**src/rtl/muldiv_pkg.sv**
```systemverilog
// muldiv_pkg: shared types and helpers for the RV32M multiply/divide sequencer.
//   md_op_e    : funct3 encoding of the eight M-extension ops
//   md_state_e : sequencer states
//   MOST_NEG / ALL_ONES : signed-overflow and divide-by-zero constants at the default width
//   is_div(), is_signed() : op classification helpers
package muldiv_pkg;

  localparam int unsigned MD_DATA_WIDTH = 32;
  localparam logic [MD_DATA_WIDTH-1:0] MOST_NEG = {1'b1, {(MD_DATA_WIDTH-1){1'b0}}};
  localparam logic [MD_DATA_WIDTH-1:0] ALL_ONES = '1;

  typedef enum logic [2:0] {
    MD_MUL    = 3'b000,
    MD_MULH   = 3'b001,
    MD_MULHSU = 3'b010,
    MD_MULHU  = 3'b011,
    MD_DIV    = 3'b100,
    MD_DIVU   = 3'b101,
    MD_REM    = 3'b110,
    MD_REMU   = 3'b111
  } md_op_e;

  typedef enum logic [1:0] {
    IDLE,
    CALC,
    DONE
  } md_state_e;

  function automatic logic is_div(input md_op_e op);
    return op inside {MD_DIV, MD_DIVU, MD_REM, MD_REMU};
  endfunction

  // True when rs1 is interpreted as signed. MUL is treated as unsigned since
  // the low half of the product does not depend on operand signedness.
  function automatic logic is_signed(input md_op_e op);
    return op inside {MD_MULH, MD_MULHSU, MD_DIV, MD_REM};
  endfunction

endpackage

```
**src/rtl/muldiv_sign_fix.sv**
```systemverilog
// muldiv_sign_fix: combinational two-lane conditional two's-complement negate.
// Used for magnitude extraction of operands and for sign fixing of results.
//   iA/iNegA -> oA : lane A (WA bits), negated when iNegA
//   iB/iNegB -> oB : lane B (WB bits), negated when iNegB
module muldiv_sign_fix #(
  parameter int unsigned WA = 32,
  parameter int unsigned WB = 32
) (
  input  logic [WA-1:0] iA,
  input  logic          iNegA,
  input  logic [WB-1:0] iB,
  input  logic          iNegB,
  output logic [WA-1:0] oA,
  output logic [WB-1:0] oB
);

  always_comb begin
    oA = iNegA ? -iA : iA;
    oB = iNegB ? -iB : iB;
  end

endmodule

```
**src/rtl/muldiv_seq.sv**
```systemverilog
// muldiv_seq: iterative RV32M multiply/divide sequencer.
//   iClk/iRstN        : clock (rising edge), asynchronous active-low reset
//   iValid/oReady     : op request handshake (accept = iValid & oReady & !iFlush)
//   iOp/iOp1/iOp2     : funct3 op code and rs1/rs2 operands
//   iFlush            : abort any in-flight op
//   oValid            : one-cycle result strobe
//   oResult/oZero     : registered result and (result == 0), held between completions
// Optional build macro MULDIV_FAST_MUL_EN: single-cycle combinational multiply.
module muldiv_seq
  import muldiv_pkg::*;
#(
  parameter int unsigned DATA_WIDTH = MD_DATA_WIDTH,
  parameter int unsigned OP_WIDTH   = 3,
  parameter int unsigned CNT_WIDTH  = $clog2(DATA_WIDTH) + 1
) (
  input  logic                  iClk,
  input  logic                  iRstN,
  input  logic                  iValid,
  output logic                  oReady,
  input  logic [OP_WIDTH-1:0]   iOp,
  input  logic [DATA_WIDTH-1:0] iOp1,
  input  logic [DATA_WIDTH-1:0] iOp2,
  input  logic                  iFlush,
  output logic                  oValid,
  output logic [DATA_WIDTH-1:0] oResult,
  output logic                  oZero
);

  localparam int unsigned W = DATA_WIDTH;
  localparam logic [W-1:0] MostNeg = {1'b1, {(W-1){1'b0}}};

  md_state_e            state_q, state_d;
  logic [CNT_WIDTH-1:0] cnt_q, cnt_d;
  md_op_e               op_q;
  logic [2*W-1:0]       work_q;   // mul: {acc, multiplier}; div: {remainder, dividend/quotient}
  logic [W-1:0]         opb_q;    // mul: multiplicand; div: divisor
  logic                 negq_q, negr_q;
  logic [W-1:0]         res_q, res_d;
  logic                 zero_q, res_load;

  md_op_e         op_in;
  logic           accept, s1, s2, div0, ovf, special;
  logic [W-1:0]   mag1, mag2, spec_res, calc_res, fixed_b;
  logic [W:0]     mul_sum, div_shift, div_diff;
  logic [2*W-1:0] work_nxt, fix_a, fixed_a;
  md_op_e         fix_op;
  logic           fix_nega;

  assign op_in   = md_op_e'(iOp);
  assign oReady  = (state_q == IDLE) || (state_q == DONE);
  assign accept  = iValid && oReady && !iFlush;
  assign oValid  = (state_q == DONE);
  assign oResult = res_q;
  assign oZero   = zero_q;

  assign s1   = is_signed(op_in) & iOp1[W-1];
  assign s2   = is_signed(op_in) & (op_in != MD_MULHSU) & iOp2[W-1];
  assign div0 = (iOp2 == '0);
  assign ovf  = (op_in inside {MD_DIV, MD_REM}) && (iOp1 == MostNeg) && (iOp2 == '1);

`ifdef MULDIV_FAST_MUL_EN
  assign special = is_div(op_in) ? (div0 | ovf) : 1'b1;
`else
  assign special = is_div(op_in) & (div0 | ovf);
`endif

  muldiv_sign_fix #(.WA(W), .WB(W)) u_opnd_fix (
    .iA(iOp1), .iNegA(s1), .iB(iOp2), .iNegB(s2), .oA(mag1), .oB(mag2)
  );

  // One iteration step; the final step feeds the result path in the same
  // cycle so the result register loads on entry to DONE.
  always_comb begin
    mul_sum   = {1'b0, work_q[2*W-1:W]} + {1'b0, opb_q & {W{work_q[0]}}};
    div_shift = work_q[2*W-1:W-1];
    div_diff  = div_shift - {1'b0, opb_q};
    if (is_div(op_q)) begin
      if (!div_diff[W]) work_nxt = {div_diff[W-1:0], work_q[W-2:0], 1'b1};
      else              work_nxt = {div_shift[W-1:0], work_q[W-2:0], 1'b0};
    end else begin
      work_nxt = {mul_sum, work_q[W-1:1]};
    end
  end

  always_comb begin
    fix_op   = op_q;
    fix_a    = is_div(op_q) ? {{W{1'b0}}, work_nxt[W-1:0]} : work_nxt;
    fix_nega = negq_q;
`ifdef MULDIV_FAST_MUL_EN
    if (accept && !is_div(op_in)) begin
      fix_op   = op_in;
      fix_a    = {{W{1'b0}}, mag1} * {{W{1'b0}}, mag2};
      fix_nega = s1 ^ s2;
    end
`endif
  end

  muldiv_sign_fix #(.WA(2*W), .WB(W)) u_res_fix (
    .iA(fix_a), .iNegA(fix_nega), .iB(work_nxt[2*W-1:W]), .iNegB(negr_q),
    .oA(fixed_a), .oB(fixed_b)
  );

  always_comb begin
    unique case (fix_op)
      MD_MUL, MD_DIV, MD_DIVU:         calc_res = fixed_a[W-1:0];
      MD_MULH, MD_MULHSU, MD_MULHU:    calc_res = fixed_a[2*W-1:W];
      default:                         calc_res = fixed_b;
    endcase
  end

  always_comb begin
    spec_res = '0;
    if (div0)     spec_res = (op_in inside {MD_DIV, MD_DIVU}) ? '1 : iOp1;
    else if (ovf) spec_res = (op_in == MD_DIV) ? iOp1 : '0;
`ifdef MULDIV_FAST_MUL_EN
    if (!is_div(op_in)) spec_res = calc_res;
`endif
  end

  always_comb begin
    state_d  = state_q;
    cnt_d    = cnt_q;
    res_load = 1'b0;
    res_d    = calc_res;
    unique case (state_q)
      IDLE, DONE: begin
        state_d = IDLE;
        if (accept) begin
          if (special) begin
            state_d  = DONE;
            res_load = 1'b1;
            res_d    = spec_res;
          end else begin
            state_d = CALC;
            cnt_d   = CNT_WIDTH'(W - 1);
          end
        end
      end
      CALC: begin
        if (cnt_q == '0) begin
          state_d  = DONE;
          res_load = 1'b1;
        end else begin
          cnt_d = cnt_q - 1'b1;
        end
      end
      default: state_d = IDLE;
    endcase
    if (iFlush) begin
      state_d  = IDLE;
      res_load = 1'b0;
    end
  end

  always_ff @(posedge iClk or negedge iRstN) begin
    if (!iRstN) begin
      state_q <= IDLE;
      cnt_q   <= '0;
      res_q   <= '0;
      zero_q  <= 1'b1;
      op_q    <= MD_MUL;
      opb_q   <= '0;
      work_q  <= '0;
      negq_q  <= 1'b0;
      negr_q  <= 1'b0;
    end else begin
      state_q <= state_d;
      cnt_q   <= cnt_d;
      if (res_load) begin
        res_q  <= res_d;
        zero_q <= (res_d == '0);
      end
      if (accept) begin
        op_q   <= op_in;
        negq_q <= s1 ^ s2;
        negr_q <= s1;
        if (is_div(op_in)) begin
          work_q <= {{W{1'b0}}, mag1};
          opb_q  <= mag2;
        end else begin
          work_q <= {{W{1'b0}}, mag2};
          opb_q  <= mag1;
        end
      end else if (state_q == CALC) begin
        work_q <= work_nxt;
      end
    end
  end

endmodule

```
**config.mk**
```make
export PLATFORM = sky130hd
export DESIGN_NAME = muldiv_seq
export DESIGN_NICKNAME = d
export VERILOG_FILES = /design/src/rtl/muldiv_pkg.sv /design/src/rtl/muldiv_sign_fix.sv /design/src/rtl/muldiv_seq.sv
export SDC_FILE = /design/constraint.sdc
export NUM_CORES = 1
export LEC_CHECK = 0
export ABC_AREA = 1
export BUFFER_PORTS_ARGS = -buffer_cell sky130_fd_sc_hd__clkbuf_2
export CORE_ASPECT_RATIO = 0.9
export CORE_MARGIN = 2
export CORE_UTILIZATION = 30
export CTS_CLUSTER_DIAMETER = 150
export DETAILED_ROUTE_END_ITERATION = 12
export PLACE_DENSITY = 0.55
export SLEW_MARGIN = 20
export SYNTH_ARGS = -nofsm -noshare
export SYNTH_HDL_FRONTEND = slang
export SYNTH_SLANG_ARGS = --single-unit
```
**constraint.sdc**
```tcl
create_clock -name iClk -period 10.15 [get_ports iClk]
set_input_delay 0 -clock iClk [delete_from_list [all_inputs] [get_ports iClk]]
set_output_delay 0 -clock iClk [all_outputs]
set_load 0.03 [all_outputs]
```
==> summary.txt <==
CTS
  – Maximum clock insertion buffer count: 2
  – # resized after CTS: 0
  – H-tree Lvls: 4
  – Clock Latency Late Sink: 480 ps
  – Post-CTS setup buffers: 0
  – Cts bufs inserted: 17
  – Root buf cell: clkbuf_16
  – CTS tree: built
  – Hold buffer count at cts: 17
  – Clk pin slew, worst setup/hold paths: around 70 ps
  – Sinks on Clock Net: around 140

Detailed routing
  – Via count: around 22k
  – Remaining routing DRC violations: 0
  – Pre-antenna DRT Iters: 6
  – Vias/cell: ~5.4
  – Initial DRC Count: 3,062
  – Drt total wl: slightly below 90 mm
  – Routed Antenna Nets: 0
  – Average wire per standard cell: 21.2 µm

Timing
  – Setup ws final: between 5000 and 6000 ps
  – Worst-margin pin slew: around 970 ps
  – Final number of setup-violating endpoints: 0
  – Final hold violations: 0
  – Part of the cycle the worst path needs: between 40% and 50%
  – Maximum clock rate: around 210 MHz
  – Setup tns final: 0 ps
  – Clock Skew: about 13 ps
  – RSZ-0062 raised after global routing: no
  – Pins Over Slew Limit: 0
  – Min Tclk post-route: slightly below 5000 ps
  – Max-slew headroom: roughly a third

Synth
  – Yosys cell types: 58
  – Post-Syn Area: 18,000 µm²
  – Post-synth EDFFs: 0
  – Synth Flop Type: dfrtp_1
  – Mapped Avg Cell Area: ~5.6 µm²
  – Ys Warns: 0
  – Post-synthesis async set-or-reset flop share: between 90% and 100%
  – Mapped Cells: approximately 3.2k
  – Syn nets: between 3k and 4k
  – Sequential fraction of the synthesis area: around a fifth
  – #FFs+latches synth: around 140

Pwr
  – Worst IR Drop VDD: about 0.00016 V
  – Cell Pwr Density: 356 nW/µm²
  – Flop pwr share: roughly 14%
  – Switching power: around 4.5 mW
  – Leakage: 10.7 nW
  – Internal: 2.66 mW
  – Switching Share: between 60% and 70%
  – Clock Power Share: about a tenth
  – Logic pwr share: between 70% and 80%

Critical path
  – Startpoint types: register
  – Critical Path AT: 5240 ps
  – CP Class: register to register
  – Worst Path Required: roughly 11,000 ps
  – CP Capture Type: register
  – Crit path largest cell delay: 700 ps
  – Most frequent CP cell: nand2_1
  – Critical Path Fanout Max: 23
  – Worst path slowest cell: o21ai_0

Floorplanning
  – Chip Width: approximately 260 µm
  – Core Region: 59,600 µm²
  – IO Pins: between 100 and 150
  – Row count: 85
  – Die height: 236 µm
  – Initial Utilization: a little under a third
  – Die area: approximately 62,000 µm²

Finish
  – N_diodes: 0
  – Area Overhead vs Synth: 11.7%
  – Post-route cell area: ~20,000 µm²
  – # nets final: roughly 3.4k
  – Share of cells above drive strength 1: slightly above 7%

Global route
  – First-pass GRT wire length: around 130 mm
  – Congestion Overflow GR: 0
  – Largest net degree at the start of global routing: just over 90
  – Number of global-route vias before repair: between 15k and 20k
  – Antenna violations before repair: 1
  – GRT Total Usage: between 20% and 30%

Place
  – Placer's final routability congestion estimate: 1.08
  – PortBufs: around 110
  – Setup slack at placement: about 5500 ps
  – DP Wirelength: between 70 and 80 mm
  – Cell Area, Placed: 19,300 µm²

Min path
  – Worst hold path class: primary input to async pin

Run status
  – Status: finished, final reports clean

Job
  – Max-cap viol count: 0
## final timing paths
path	startpoint	to	slack, ps	cells after the start
min in group iClk	iOp2[24]	opb_q[24]	30	3
worst max register to register	work_q[31]	oZero	5310	28
worst max-delay path	work_q[31]	oZero	5310	28
worst min-delay path	iRstN	oResult[25]	20	2
max in group asynchronous	iRstN	fix_op[2]	8330	4
worst min register to register	oZero	oZero	480	2
## cell usage in the layout, fill, tap and decap left out, types with 4 or more instances in the layout
| cell type | Yosys | layout |
|---|---|---|
| o21ai_0 | 222 | 222 |
| nand4_1 | 50 | 50 |
| inv_1 | 476 | 475 |
| a31oi_1 | 7 | 7 |
| o21a_1 | 8 | 8 |
| o211ai_1 | 16 | 16 |
| o221ai_1 | 34 | 34 |
| buf_4 | 3 | 24 |
| dlygate4sd3_1 | 0 | 17 |
| xor2_1 | 52 | 52 |
| a21oi_1 | 137 | 136 |
| nand2_2 | 17 | 17 |
| nand3b_1 | 29 | 29 |
| or2_2 | 6 | 6 |
| a221oi_1 | 4 | 4 |
| nor3_1 | 47 | 47 |
| nand3_1 | 300 | 299 |
| nor2_2 | 11 | 14 |
| xnor2_1 | 10 | 10 |
| o21bai_1 | 8 | 8 |
| a22oi_1 | 13 | 13 |
| inv_2 | 15 | 17 |
| dfrtp_1 | 141 | 139 |
| nor2_1 | 308 | 305 |
| ha_1 | 69 | 69 |
| nand2_1 | 1063 | 1063 |
| clkbuf_2 | 0 | 104 |
| clkbuf_16 | 0 | 17 |
| and2_1 | 4 | 4 |
| o22ai_1 | 22 | 22 |
| nor4_1 | 12 | 12 |
| o21ai_1 | 5 | 5 |
## sequential cells by signal, summed over array words and instances, names as in the netlist
signal	count
work_q	64
oResult	32
opb_q	32
cnt_q	6
fix_op	3
state_q	2
fix_nega	1
negr_q	1
oZero	1
## logic make-up (layout without fill, tap and decap cells)
| family | count (synthesis) | in the layout | synth area share (%) |
|---|---|---|---|
| buffers and inverters | 592 | 673 | 12.6 |
| xor gates and xnor gates | 62 | 62 | 3.02 |
| AOI/OAI and AO/OA | 490 | 490 | 15.6 |
| adders and majority gates | 71 | 71 | 5.02 |
| and+or+nand+nor | 1866 | 1866 | 44.0 |
| DFF | 142 | 142 | 19.8 |
## power by group through the flow
stage	Clock, mW	Combinational [mW]	Sequential [mW]
floorplan	0	3.48	1.03
global placement	0	5.24	1.03
detailed placement	0	5.23	1.03
CTS	0.702	5.26	1.02
global route	0.725	5.90	1.05
finish	0.700	5.41	1.03
## through the flow
step | hold slack, ps | total power [mW] | utilization, % | std cells
after global placement | -39.2 | 6.27 | 32.4 | 4038
after floorplan | -296 | 4.51 | - | 3223
final | 20.7 | 7.15 | 33.7 | 4087
after detailed placement | -43.7 | 6.26 | 32.4 | 4038
after global routing | 54.4 | 7.67 | 33.7 | 4087
after CTS | 2.31 | 6.98 | 33.7 | 4087
## critical path: cells and delay by family, from the launching register on
family                   cells  cell delay [ps]
AND/OR/NAND/NOR             21             2320
AO/OA/AOI/OAI                2             1100
adder cells (fa/ha/maj)      2              580
flip-flops                   1              400
buffers and inverters        3              330
## cell usage after synthesis, drive strengths merged (12+ instances only)
cell / count / share of area, %
nand4: 50 / 1.7
buf: 32 / 0.89
o221ai: 34 / 1.7
ha: 69 / 4.8
o21ai: 230 / 6.5
a21oi: 138 / 3.9
xor2: 52 / 2.5
a22oi: 13 / 0.54
clkbuf: 65 / 1.4
nand2: 1082 / 23
dfrtp: 141 / 20
inv: 491 / 10
o211ai: 16 / 0.67
nand3: 303 / 8.6
nand3b: 29 / 1.2
nor3: 51 / 1.6
nor2: 322 / 7.0
nor4: 12 / 0.42
o22ai: 22 / 0.77
## routing by layer
metal,GRT usage (%),routed length [µm]
met5,0,15
met4,13.8,4890
met3,5.83,9220
met2,38.2,34500
met1,39.9,38100
## cell type report
type | instances | area [µm²]
Timing Repair Buffer | 146 | 882
Clock buffer | 19 | 443
Tap cell | 783 | 980
Sequential cell | 142 | 3560
Inverter | 495 | 1860
Clock inverter | 13 | 179
Multi-Input combinational cell | 2489 | 12200
Fill cell | 6863 | 39500
Power figures use the tool's default switching activity.
